**src/rtl/clap_detector.sv**
```systemverilog
// Clap detector: pops stereo samples from the audio-in FIFO, takes the peak
// magnitude and runs a threshold/holdoff FSM producing clap and double-clap events.
module clap_detector #(
  parameter int DATA_WIDTH            = 32,
  parameter int HOLDOFF_SAMPLES       = 2400,
  parameter int DOUBLE_WINDOW_SAMPLES = 24000,
  parameter int LED_HOLD_CYCLES       = 25000000
) (
  input  logic                  CLOCK_50,
  input  logic                  resetn,
  input  logic                  enable,
  input  logic [DATA_WIDTH-2:0] threshold,
  input  logic                  audio_in_available,
  input  logic [DATA_WIDTH-1:0] left_channel_audio_in,
  input  logic [DATA_WIDTH-1:0] right_channel_audio_in,
  output logic                  read_audio_in,
  output logic                  clap_detected,
  output logic                  double_clap,
  output logic                  clap_led,
  output logic [7:0]            clap_count
);

  localparam int MW      = DATA_WIDTH - 1;
  localparam int CNT_MAX = (HOLDOFF_SAMPLES > DOUBLE_WINDOW_SAMPLES) ?
                           HOLDOFF_SAMPLES : DOUBLE_WINDOW_SAMPLES;
  localparam int CW      = (CNT_MAX > 1) ? $clog2(CNT_MAX) : 1;
  localparam int LW      = (LED_HOLD_CYCLES > 1) ? $clog2(LED_HOLD_CYCLES) : 1;

  localparam logic [CW-1:0] HOLD_LOAD   = CW'(HOLDOFF_SAMPLES - 1);
  localparam logic [CW-1:0] WINDOW_LOAD = CW'(DOUBLE_WINDOW_SAMPLES - 1);
  localparam logic [LW-1:0] LED_LOAD    = LW'(LED_HOLD_CYCLES - 1);

  typedef enum logic [1:0] {F_IDLE, F_POP, F_WAIT1, F_WAIT2} fetch_t;
  typedef enum logic [1:0] {D_ARMED, D_HOLD, D_WINDOW} detect_t;

  fetch_t  f_state, f_next;
  detect_t d_state, d_next;
  logic    latch;

  logic [DATA_WIDTH-1:0] s0_l, s0_r;
  logic                  s0_valid;
  logic [MW-1:0]         s1_l, s1_r;
  logic                  s1_valid;
  logic [MW-1:0]         peak;
  logic                  s2_hit, s2_valid;

  logic [CW-1:0] cnt, cnt_next;
  logic          pair, pair_next;
  logic          clap_next, double_next;
  logic [LW-1:0] led_cnt;

  // Magnitude with the most-negative input saturated to all-ones.
  function automatic logic [MW-1:0] magnitude(input logic [DATA_WIDTH-1:0] x);
    logic [DATA_WIDTH-1:0] neg;
    neg = -x;
    if (!x[DATA_WIDTH-1])
      return x[MW-1:0];
    else if (x[MW-1:0] == '0)
      return '1;
    else
      return neg[MW-1:0];
  endfunction

  // Fetch FSM: the two wait states cover the controller's available-flag lag.
  always_comb begin
    f_next = f_state;
    latch  = 1'b0;
    case (f_state)
      F_IDLE: begin
        if (enable && audio_in_available) begin
          latch  = 1'b1;
          f_next = F_POP;
        end
      end
      F_POP:   f_next = F_WAIT1;
      F_WAIT1: f_next = F_WAIT2;
      F_WAIT2: f_next = F_IDLE;
      default: f_next = F_IDLE;
    endcase
  end

  assign read_audio_in = (f_state == F_POP);

  always_ff @(posedge CLOCK_50 or negedge resetn) begin
    if (!resetn) begin
      f_state <= F_IDLE;
    end else begin
      f_state <= f_next;
    end
  end

  always_ff @(posedge CLOCK_50 or negedge resetn) begin
    if (!resetn) begin
      s0_l     <= '0;
      s0_r     <= '0;
      s0_valid <= 1'b0;
      s1_l     <= '0;
      s1_r     <= '0;
      s1_valid <= 1'b0;
      s2_hit   <= 1'b0;
      s2_valid <= 1'b0;
    end else begin
      s0_valid <= latch;
      if (latch) begin
        s0_l <= left_channel_audio_in;
        s0_r <= right_channel_audio_in;
      end
      s1_valid <= s0_valid;
      s1_l     <= magnitude(s0_l);
      s1_r     <= magnitude(s0_r);
      s2_valid <= s1_valid;
      s2_hit   <= s1_valid && (peak > threshold);
    end
  end

  assign peak = (s1_l > s1_r) ? s1_l : s1_r;

  // Detect FSM: counter only moves on valid samples; a hit on the window's
  // last sample wins over expiry.
  always_comb begin
    d_next      = d_state;
    cnt_next    = cnt;
    pair_next   = pair;
    clap_next   = 1'b0;
    double_next = 1'b0;
    if (s2_valid) begin
      case (d_state)
        D_ARMED: begin
          if (s2_hit) begin
            clap_next = 1'b1;
            pair_next = 1'b0;
            cnt_next  = HOLD_LOAD;
            d_next    = D_HOLD;
          end
        end
        D_HOLD: begin
          if (cnt == '0) begin
            if (pair) begin
              d_next = D_ARMED;
            end else begin
              cnt_next = WINDOW_LOAD;
              d_next   = D_WINDOW;
            end
          end else begin
            cnt_next = cnt - CW'(1);
          end
        end
        D_WINDOW: begin
          if (s2_hit) begin
            clap_next   = 1'b1;
            double_next = 1'b1;
            pair_next   = 1'b1;
            cnt_next    = HOLD_LOAD;
            d_next      = D_HOLD;
          end else if (cnt == '0) begin
            d_next = D_ARMED;
          end else begin
            cnt_next = cnt - CW'(1);
          end
        end
        default: d_next = D_ARMED;
      endcase
    end
  end

  always_ff @(posedge CLOCK_50 or negedge resetn) begin
    if (!resetn) begin
      d_state       <= D_ARMED;
      cnt           <= '0;
      pair          <= 1'b0;
      clap_detected <= 1'b0;
      double_clap   <= 1'b0;
      clap_count    <= '0;
    end else begin
      d_state       <= d_next;
      cnt           <= cnt_next;
      pair          <= pair_next;
      clap_detected <= clap_next;
      double_clap   <= double_next;
      if (clap_next) clap_count <= clap_count + 8'd1;
    end
  end

  always_ff @(posedge CLOCK_50 or negedge resetn) begin
    if (!resetn) begin
      clap_led <= 1'b0;
      led_cnt  <= '0;
    end else if (clap_next) begin
      clap_led <= 1'b1;
      led_cnt  <= LED_LOAD;
    end else if (clap_led) begin
      if (led_cnt == '0) clap_led <= 1'b0;
      else               led_cnt  <= led_cnt - LW'(1);
    end
  end

endmodule

```
**config.mk**
```make
export PLATFORM = sky130hd
export DESIGN_NAME = clap_detector
export DESIGN_NICKNAME = d
export VERILOG_FILES = /design/src/rtl/clap_detector.sv
export SDC_FILE = /design/constraint.sdc
export NUM_CORES = 1
export LEC_CHECK = 0
export ABC_AREA = 1
export BUFFER_PORTS_ARGS = -buffer_cell sky130_fd_sc_hd__buf_4
export CORE_ASPECT_RATIO = 1.1
export CORE_MARGIN = 3
export CORE_UTILIZATION = 45
export DETAILED_ROUTE_END_ITERATION = 8
export MAX_ROUTING_LAYER = met4
export SYNTH_ARGS = -nofsm -noshare
export SYNTH_HDL_FRONTEND = slang
export SYNTH_SLANG_ARGS = --single-unit
export TNS_END_PERCENT = 5
```
**constraint.sdc**
```tcl
create_clock -name CLOCK_50 -period 6.9 [get_ports CLOCK_50]
set_clock_uncertainty 0.1 [all_clocks]
set_input_delay 0 -clock CLOCK_50 [delete_from_list [all_inputs] [get_ports CLOCK_50]]
set_output_delay 0 -clock CLOCK_50 [all_outputs]
set_load 0.03 [all_outputs]
```
==> flow_metrics.tcl <==
set metrics [dict create \
    tns_ns 0 \
    ys_seq_area_frac 0.400 \
    timing.hold.ws_ns 0.143 \
    p_sw_mw 3.17 \
    fin_crit_ns 4.57 \
    dpl.hpwl_mm 24.0 \
    synth_top_cell_by_area "dfrtp_1" \
    cts_buffers 17 \
    pwr-share-comb 0.545 \
    synth_top_area_frac 0.400 \
    gr-usage-all-layers 0.240 \
    cts_tree "built" \
    critPathMaxFanout 32 \
    antennaDiodeCount 0 \
    insertion_delay_ns 0.43 \
    synth_simple_gate_area_frac 0.331 \
    cts.clk_slew.worst_paths_ns 0.07 \
    fillers 2462 \
    p_seq_frac 0.301 \
    synthMuxAreaShare 0 \
    detail-route-antenna-nets 0 \
    layout_worst_path_cycle_share 0.662 \
    p_per_area_mw_per_mm2 466 \
    ys_top_cells_by_count "444 x nand2_1, 199 x inv_1, 199 x nand3_1" \
    drt_iter0_markers 955 \
    drv_slew 0 \
    avgSynthCellArea_um2 7.28 \
    drt_pass1_iterations 6 \
    fp.dieH_um 175 \
    ys.flop_type "dfrtp_1" \
    relSlewSlack 0.248 \
    setup_violations 0 \
    die_w_um 159 \
    status "complete, no violations" \
    max_freq_ghz 0.219 \
    finalNetCount 1940 \
    grt_pass1_vias 10343 \
    syn_area_mm2 0.0116 \
    synth_edf_count 0 \
    num_rows 61 \
    grt.overflow.total 0 \
    power_frac_clock 0.154 \
    hold_viol 0 \
    ys_types 42 \
    synth_compound_area_frac 0.0820 \
    cts-root-buf "clkbuf_16" \
    io_pins 111 \
    synthCells 1596 \
    drive_above_1_share 0.107 \
    routabilityCongestion 0.903 \
    power_switching_share 0.483 \
    cts_resized 0 \
    cp.arrival_ns 4.83 \
    die_area_mm2 0.0278 \
    post_cts_buffers 0 \
    hp-class "input port to flip-flop" \
    via_per_inst 5.11 \
    seqCellArea_mm2 0.00465 \
    port_buffers 110 \
    grt_max_degree 115 \
    area_growth_pct 21.2 \
    vias 10867 \
    yosysMostFrequentCell "nand2_1" \
    h-tree-depth 4 \
    synth_warnings 0 \
    grt_pass1_wl_mm 52.7 \
    wl_per_cell_um 15.1 \
    maxCapViolCount 0 \
    synth_top_family_by_area "simple AND/OR/NAND/NOR gates" \
    synthAdderAreaFrac 0.0807 \
    syn_nets 1770 \
    cts_sinks 186 \
    required_ns 7.16 \
    initial_core_util 0.459 \
    worst_pin_slew_ns 1.12 \
    rsz0062_at_grt "false" \
    synthArstFlopShare 1.00 \
    ctsLongestPathBuffers 2 \
    remaining_drc_errors 0 \
    max-vdd-ir-drop_mv 0.202 \
    ys_ff_latch 186 \
    end_kind "flip-flop" \
    p_leak_nw 7.29 \
    yosys-top-cells-area "dfrtp_1 40%, nand2_1 14%, nand3_1 8.6%, ha_1 8.1%, inv_1 6.4%" \
    critPathLaunchType "flip-flop" \
    holdBufCountCts 75 \
    p_int_mw 3.39 \
    synth_xor_area_frac 0.0218 \
    multiInputGateArea_mm2 0.00600 \
    coreArea_mm2 0.0253 \
    antenna_found_initial 0 \
    crit_type "flip-flop to flip-flop" \
    wl_mm 32.0 \
]
## metal layers
layer	vias to the layer above	part of all wire	GRT usage
met5	-	0	-
met2	264	0.48	0.398
met4	0	0.017	0.0598
met3	36	0.039	0.0273
met1	5073	0.46	0.318
li1	5494	-	-
## cell families after synthesis
| kind of cell | count (synthesis) |
|---|---|
| buffers and inverters | 247 |
| flip-flops | 186 |
| AND/OR/NAND/NOR | 876 |
| XOR/XNOR | 29 |
| adder cells (fa/ha/maj) | 75 |
| AO/OA/AOI/OAI | 183 |
## flip-flops by register name, indices dropped and copies added, names as in the netlist
register / count
clap_led: 1
clap_detected: 1
s0_valid: 1
s0_l: 32
s0_r: 32
pair: 1
s1_valid: 1
s1_l: 31
clap_count: 8
s2_valid: 1
f_state: 2
cnt: 15
led_cnt: 25
d_state: 2
double_clap: 1
s2_hit: 1
s1_r: 31
## final cells by class
type                       count  share of cell area
multi-input combinational   1163               0.426
sequential                   186               0.330
timing repair buffer         193               0.117
inverter                     205              0.0548
clock buffer                  19              0.0314
tap                          346              0.0307
clock inverter                13              0.0107
## cell usage in the layout (no fill, tap or decap), drive strengths merged
| cell type | instances |
|---|---|
| clkbuf | 20 |
| a21oi | 35 |
| o21a | 2 |
| or2 | 11 |
| nand3b | 7 |
| nor3 | 12 |
| a21o | 2 |
| o21bai | 3 |
| nor4 | 3 |
| clkinv | 4 |
| a22oi | 1 |
| nand2 | 453 |
| o211ai | 2 |
| o21ai | 132 |
| nor3b | 1 |
| a31oi | 1 |
| nand3 | 203 |
| inv | 210 |
| o22ai | 1 |
| nand4 | 31 |
| ha | 75 |
| o31ai | 4 |
| clkinvlp | 2 |
| dlygate4sd3 | 75 |
| xnor2 | 10 |
| nor2 | 153 |
| and3 | 1 |
| dfrtp | 186 |
| bufinv | 2 |
| buf | 117 |
| xor2 | 19 |
| and2 | 1 |
## power groups by stage
| stage | clock (mW) | combinational [mW] | sequential [mW] |
|---|---|---|---|
| detailed placement | 0 | 3.50 | 1.98 |
| finish | 1.01 | 3.58 | 1.97 |
| CTS | 1.03 | 3.58 | 1.97 |
| global placement | 0 | 3.44 | 1.98 |
| floorplan | 0 | 2.60 | 1.86 |
| global route | 1.08 | 4.14 | 2.03 |
## path summary, 6_finish.rpt
| path | from | to | slack, ns | cells past startpoint |
|---|---|---|---|---|
| min in group asynchronous | resetn | cnt[3] | 0.16 | 2 |
| setup reg to reg | s1_l[14] | s2_hit | 2.33 | 20 |
| max in group asynchronous | resetn | s1_l[26] | 5.07 | 3 |
| hold reg to reg | s0_valid | s1_valid | 0.26 | 0 |
| setup / recovery | s1_l[14] | s2_hit | 2.33 | 20 |
| hold / removal | threshold[0] | s2_hit | 0.14 | 9 |
## metrics by stage
stage / total power, mW / worst slack, ns / util / std cells / cell area [um^2]
after floorplan: 4.46 / 4.21 / - / 1596 / 11600
after global placement: 5.42 / 2.47 / 0.503 / 2018 / 12700
after detailed placement: 5.48 / 2.36 / 0.503 / 2018 / 12700
after CTS: 6.58 / 2.35 / 0.556 / 2125 / 14100
after global routing: 7.25 / 1.78 / 0.556 / 2125 / 14100
final: 6.57 / 2.33 / 0.556 / 2125 / 14100
## worst max-delay path, stage by stage (launching register included)
cell and delay [ns]:
dfrtp_1 0.39, ha_1 0.30, nand2_1 0.08, nor2_1 0.15
inv_1 0.05, nor2_1 0.13, nand2_1 0.07, nand2_1 0.05
nand2_1 0.05, nand2_1 0.82, nand2_1 0.63, buf_4 0.40
nand2_1 0.08, nand2_1 0.05, ha_1 0.29, nand2_1 0.07
nor2_1 0.22, nand3_1 0.13, nor4_1 0.23, nand2_1 0.09
a21oi_1 0.12
No activity file was read; power rests on OpenSTA's default activity.
